### src/rtl/ysyx_25010008_arbiter.sv
// ysyx_25010008_arbiter: shares one AXI-lite slave port between IFU and LSU.
// One transaction in flight at a time; LSU priority or round-robin arbitration.
module ysyx_25010008_arbiter #(
    parameter int PRIO_LSU = 1
) (
    input  logic        clock,
    input  logic        reset,
    input  logic [31:0] ifu_araddr,
    input  logic        ifu_arvalid,
    output logic        ifu_arready,
    output logic [31:0] ifu_rdata,
    output logic [1:0]  ifu_rresp,
    output logic        ifu_rvalid,
    input  logic        ifu_rready,
    input  logic [31:0] lsu_araddr,
    input  logic        lsu_arvalid,
    output logic        lsu_arready,
    output logic [31:0] lsu_rdata,
    output logic [1:0]  lsu_rresp,
    output logic        lsu_rvalid,
    input  logic        lsu_rready,
    input  logic [31:0] lsu_awaddr,
    input  logic        lsu_awvalid,
    output logic        lsu_awready,
    input  logic [31:0] lsu_wdata,
    input  logic [3:0]  lsu_wstrb,
    input  logic        lsu_wvalid,
    output logic        lsu_wready,
    output logic [1:0]  lsu_bresp,
    output logic        lsu_bvalid,
    input  logic        lsu_bready,
    output logic [31:0] m_araddr,
    output logic        m_arvalid,
    input  logic        m_arready,
    input  logic [31:0] m_rdata,
    input  logic [1:0]  m_rresp,
    input  logic        m_rvalid,
    output logic        m_rready,
    output logic [31:0] m_awaddr,
    output logic        m_awvalid,
    input  logic        m_awready,
    output logic [31:0] m_wdata,
    output logic [3:0]  m_wstrb,
    output logic        m_wvalid,
    input  logic        m_wready,
    input  logic [1:0]  m_bresp,
    input  logic        m_bvalid,
    output logic        m_bready,
    output logic        resp_err
);

    typedef enum logic [2:0] {
        IDLE, IFU_AR, IFU_R, LSU_AR, LSU_R, LSU_W, LSU_B
    } state_t;

    localparam logic LP_PRIO = (PRIO_LSU != 0);

    state_t r_state;
    state_t w_next;
    logic   r_last_grant;
    logic   r_aw_done;
    logic   r_w_done;
    logic   r_resp_err;

    logic   w_lsu_req;
    logic   w_grant_lsu;
    logic   w_ar_hs;
    logic   w_r_hs;
    logic   w_aw_hs;
    logic   w_w_hs;
    logic   w_b_hs;
    logic   w_wr_done;

    // r_last_grant: 0 = IFU served last, 1 = LSU served last
    assign w_lsu_req   = lsu_arvalid | lsu_awvalid;
    assign w_grant_lsu = w_lsu_req & (~ifu_arvalid | LP_PRIO | ~r_last_grant);

    assign w_ar_hs   = m_arvalid & m_arready;
    assign w_r_hs    = m_rvalid & m_rready;
    assign w_aw_hs   = m_awvalid & m_awready;
    assign w_w_hs    = m_wvalid & m_wready;
    assign w_b_hs    = m_bvalid & m_bready;
    assign w_wr_done = (r_aw_done | w_aw_hs) & (r_w_done | w_w_hs);

    assign resp_err = r_resp_err;

    // Route only the granted master's channels to the slave port
    always_comb begin
        m_araddr    = '0;
        m_arvalid   = 1'b0;
        m_rready    = 1'b0;
        m_awaddr    = '0;
        m_awvalid   = 1'b0;
        m_wdata     = '0;
        m_wstrb     = '0;
        m_wvalid    = 1'b0;
        m_bready    = 1'b0;
        ifu_arready = 1'b0;
        ifu_rdata   = '0;
        ifu_rresp   = '0;
        ifu_rvalid  = 1'b0;
        lsu_arready = 1'b0;
        lsu_rdata   = '0;
        lsu_rresp   = '0;
        lsu_rvalid  = 1'b0;
        lsu_awready = 1'b0;
        lsu_wready  = 1'b0;
        lsu_bresp   = '0;
        lsu_bvalid  = 1'b0;
        unique case (r_state)
            IFU_AR: begin
                m_araddr    = ifu_araddr;
                m_arvalid   = ifu_arvalid;
                ifu_arready = m_arready;
            end
            IFU_R: begin
                ifu_rdata  = m_rdata;
                ifu_rresp  = m_rresp;
                ifu_rvalid = m_rvalid;
                m_rready   = ifu_rready;
            end
            LSU_AR: begin
                m_araddr    = lsu_araddr;
                m_arvalid   = lsu_arvalid;
                lsu_arready = m_arready;
            end
            LSU_R: begin
                lsu_rdata  = m_rdata;
                lsu_rresp  = m_rresp;
                lsu_rvalid = m_rvalid;
                m_rready   = lsu_rready;
            end
            LSU_W: begin
                m_awaddr    = lsu_awaddr;
                m_awvalid   = lsu_awvalid & ~r_aw_done;
                lsu_awready = m_awready & ~r_aw_done;
                m_wdata     = lsu_wdata;
                m_wstrb     = lsu_wstrb;
                m_wvalid    = lsu_wvalid & ~r_w_done;
                lsu_wready  = m_wready & ~r_w_done;
            end
            LSU_B: begin
                lsu_bresp  = m_bresp;
                lsu_bvalid = m_bvalid;
                m_bready   = lsu_bready;
            end
            default: begin
            end
        endcase
    end

    // Next-state: arbitrate in IDLE, advance on each channel handshake
    always_comb begin
        w_next = r_state;
        unique case (r_state)
            IDLE: begin
                if (w_grant_lsu) begin
                    w_next = lsu_awvalid ? LSU_W : LSU_AR;
                end else if (ifu_arvalid) begin
                    w_next = IFU_AR;
                end
            end
            IFU_AR: if (w_ar_hs) w_next = IFU_R;
            IFU_R:  if (w_r_hs) w_next = IDLE;
            LSU_AR: if (w_ar_hs) w_next = LSU_R;
            LSU_R:  if (w_r_hs) w_next = IDLE;
            LSU_W:  if (w_wr_done) w_next = LSU_B;
            LSU_B:  if (w_b_hs) w_next = IDLE;
            default: w_next = IDLE;
        endcase
    end

    // State register
    always_ff @(posedge clock or posedge reset) begin
        if (reset) begin
            r_state <= IDLE;
        end else begin
            r_state <= w_next;
        end
    end

    // AW/W completion flags; cleared when the write moves to B
    always_ff @(posedge clock or posedge reset) begin
        if (reset) begin
            r_aw_done <= 1'b0;
            r_w_done  <= 1'b0;
        end else if (r_state == LSU_W) begin
            if (w_wr_done) begin
                r_aw_done <= 1'b0;
                r_w_done  <= 1'b0;
            end else begin
                if (w_aw_hs) r_aw_done <= 1'b1;
                if (w_w_hs)  r_w_done  <= 1'b1;
            end
        end
    end

    // Remember who finished last for round-robin
    always_ff @(posedge clock or posedge reset) begin
        if (reset) begin
            r_last_grant <= 1'b0;
        end else if (r_state == IFU_R && w_r_hs) begin
            r_last_grant <= 1'b0;
        end else if ((r_state == LSU_R && w_r_hs) ||
                     (r_state == LSU_B && w_b_hs)) begin
            r_last_grant <= 1'b1;
        end
    end

    // One-cycle error pulse after a non-OKAY response handshake
    always_ff @(posedge clock or posedge reset) begin
        if (reset) begin
            r_resp_err <= 1'b0;
        end else begin
            r_resp_err <= (w_r_hs & (|m_rresp)) | (w_b_hs & (|m_bresp));
        end
    end

endmodule

### config.mk
export PLATFORM = sky130hd
export DESIGN_NAME = ysyx_25010008_arbiter
export DESIGN_NICKNAME = d
export VERILOG_FILES = /design/src/rtl/ysyx_25010008_arbiter.sv
export SDC_FILE = /design/constraint.sdc
export NUM_CORES = 1
export LEC_CHECK = 0
export BUFFER_PORTS_ARGS = -buffer_cell sky130_fd_sc_hd__buf_2
export CAP_MARGIN = 20
export CORE_AREA = 2 2 141 143
export DETAILED_ROUTE_END_ITERATION = 8
export DIE_AREA = 0 0 143 145
export HOLD_SLACK_MARGIN = 0.15
export PLACE_DENSITY_LB_ADDON = 0.12
export SETUP_SLACK_MARGIN = 0.1
export SYNTH_ARGS = -nofsm -noshare
export SYNTH_HDL_FRONTEND = slang
export SYNTH_SLANG_ARGS = --single-unit
### constraint.sdc
create_clock -name clock -period 5.4 [get_ports clock]
set_input_delay 0.27 -clock clock [delete_from_list [all_inputs] [get_ports clock]]
set_output_delay 0.27 -clock clock [all_outputs]
set_load 0.02 [all_outputs]
==> flow_summary.yaml <==
clock_network:
  clk_latency_ps: 230
  htreeDepth: 1
  clockBufferDepth: 2
  clock-sinks: 6
  numCtsBuffers: 3
  cts_root_buf: "clkbuf_16"
  cts_tree: "built"
  clkTransAtPathRegs_ps: 30
finish:
  instances_no_fill: 868
  final_area_um2: 3940
  fill_cells: 2196
  fin_util_pct: 20.5
  nets: 787
  layout-drive-gt1-share_pct: 63.3
  diodes: 0
  area_growth_syn_to_layout_pct: 124
yosys:
  ys_seq_area_share_pct: 8.55
  synth-simple-area-share_pct: 60.0
  syn_avg_cell_area_um2: 6.92
  syn_nets: 436
  synth.area.mux_share_pct: 1.21
  yosys.area.top_type_share_pct: 50.9
  synthAdderAreaFrac_pct: 0
  synth-xor-area-share_pct: 0
  synth-compound-area-share_pct: 24.2
  syn_inst: 254
  synth_top_area_cell: "and2_1"
  synth_top_family_by_area: "simple AND/OR/NAND/NOR gates"
  synth_warnings: 0
  synth.distinct_cells: 31
  netlist_area_um2: 1760
  netlist_top_cells_area: "and2_1 51%, a22o_1 17%, dfrtp_1 8.5%"
  synth-seq-cells: 6
grt:
  grt_pass1_vias: 2875
  grt_start_max_net_pins: 78
  grt_overflow: 0
  grt_pass1_wl_um: 14300
  grt_util_met2_pct: 18.1
  antenna_found_initial: 0
  grt_usage_pct: 8.52
  busiest_layer: "met2"
  use_met1_pct: 8.41
  met3_usage_pct: 1.02
timing:
  setup-tns-final_ps: 0
  period_needed_ps: 2380
  fin_skew_ps: 1.27
  final.setup.worst_slack_ps: 3020
  fmax_ghz: 0.421
  fin_crit_sh_pct: 44.0
  final-hold-violation-count: 0
  worst_pin_slew_ps: 946
  finalSetupViolations: 0
  rsz0062_at_grt: "false"
  holdWs_ps: 369
  finalMaxSlewViolations: 0
  slew_headroom_pct: 36.9
critical_path:
  critPathCaptureType: "output pin"
  cp-start-kind: "flip-flop"
  crit_slowest_cell: "and3b_2"
  crit_chain: "and3b_2, and3b_1, buf_2"
  max_stage_delay_ps: 890
  worstPathArrival_ps: 2110
  worst-setup-path-type: "flip-flop to output pin"
  cp_data_required_time_ps: 5130
  crit_fanout: 77
pwr:
  ir_drop_mv: 0.113
  power_mw: 1.41
  power_density_nw_per_um2: 358
  p_leak_nw: 2.56
floorplan:
  die_h_um: 145
  die_x_um: 143
  die_area_um2: 20700
  start_util_pct: 9.15
  num_rows: 51
  io-pin-count: 365
  core-area_um2: 19200
outcome:
  status: "finished clean"
routing:
  drcViolationCount: 0
  drt_wl_total_um: 10100
  drt-wirelength-per-cell_um: 11.7
  vias_per_cell: 3.57
  vias: 3103
  postRouteAntennaNets: 0
  drtIter0Drc: 65
  dr.pass1.iters: 4
run:
  drv_cap: 0
place:
  dp_hpwl_um: 8590
  gp_congestion: 0.809
  placed_cells: 864
  dp_slack_ps: 3170
  port_buffers: 364
  dpl-instance-area_um2: 3860
min_path:
  hp-class: "input port to flip-flop"
[worst max-delay path: cells and delay by family, from the launching register on]
family                 cells  cell delay [ps]
and+or+nand+nor            2             1140
buffers and inverters      1              170
DFF                        1              550
[Yosys cell counts, drive strengths merged]
library cell	count
and2	143
a22o	35
clkbuf	21
nand2	7
a21oi	6
and3b	6
dfrtp	6
inv	3
nor2	3
o21ai	3
a211o	2
a21o	2
a31oi	2
buf	2
nor3	2
nor3b	2
a211oi	1
a21bo	1
mux2	1
mux2i	1
nand2b	1
nand3	1
o211ai	1
or3	1
or4	1
[flip-flops by register name, summed over array words and instances, names as in the netlist]
register	flops
r_state	3
r_aw_done	1
r_w_done	1
resp_err	1
[routing by layer]
| layer | routed length [um] | up-vias |
|---|---|---|
| met3 | 782 | 9 |
| li1 | - | 1549 |
| met2 | 5610 | 179 |
| met5 | 0 | - |
| met1 | 3620 | 1366 |
| met4 | 113 | 0 |
[power by group]
| group | internal [mW] | leakage, nW | switching (mW) |
|---|---|---|---|
| Sequential | 0.0642 | 0.0761 | 0.0372 |
| Combinational | 0.458 | 2.44 | 0.732 |
| Clock | 0.0951 | 0.0370 | 0.0252 |
| Total | 0.617 | 2.56 | 0.794 |
[area by class of cell]
class,instances,area (um2),share of cell area [%]
Inverter,3,11.3,0.286
Tap cell,265,332,8.41
Multi-Input combinational cell,222,1510,38.3
Clock buffer,3,75.1,1.90
Sequential cell,6,150,3.81
Timing Repair Buffer,369,1860,47.2
[worst paths after layout]
kind	from	slack, ps	cells past startpoint	endpoint
worst min-delay path	m_bvalid	370	3	resp_err
max in group asynchronous	reset	4680	3	r_state[0]
worst max-delay path	r_state[0]	3020	3	lsu_wready
worst max register to register	r_state[0]	3180	5	r_state[2]
worst min register to register	r_aw_done	580	2	r_aw_done
min in group asynchronous	reset	520	3	resp_err
[logic make-up (layout without fill, tap and decap cells)]
| kind of cell | Yosys count | count (layout) |
|---|---|---|
| compound gates | 53 | 53 |
| mux | 2 | 2 |
| simple gates | 167 | 167 |
| flops | 6 | 6 |
| buf+inv | 26 | 375 |
[placed cells by master, fill, tap and decap left out, types with 2 or more instances in the layout]
cell type and count:
buf_4 4, buf_2 364, and3b_1 5, nand2_1 7
o21ai_0 2, dfrtp_1 6, a211o_1 2, a21o_1 2
a21oi_1 5, inv_1 2, and2_1 143, a31oi_1 2
nor3_2 2, a22o_1 35, clkbuf_16 3, nor2_2 2
[what timing repair did]
action | in CTS | in global routing
buffers inserted | 0 | 0
hold buffers | 1 | 0
hold endpoints to repair | 6 | 0
gates resized for setup | 0 | 0
setup endpoints to repair | 0 | 0
No activity file was read; power rests on OpenSTA's default activity.
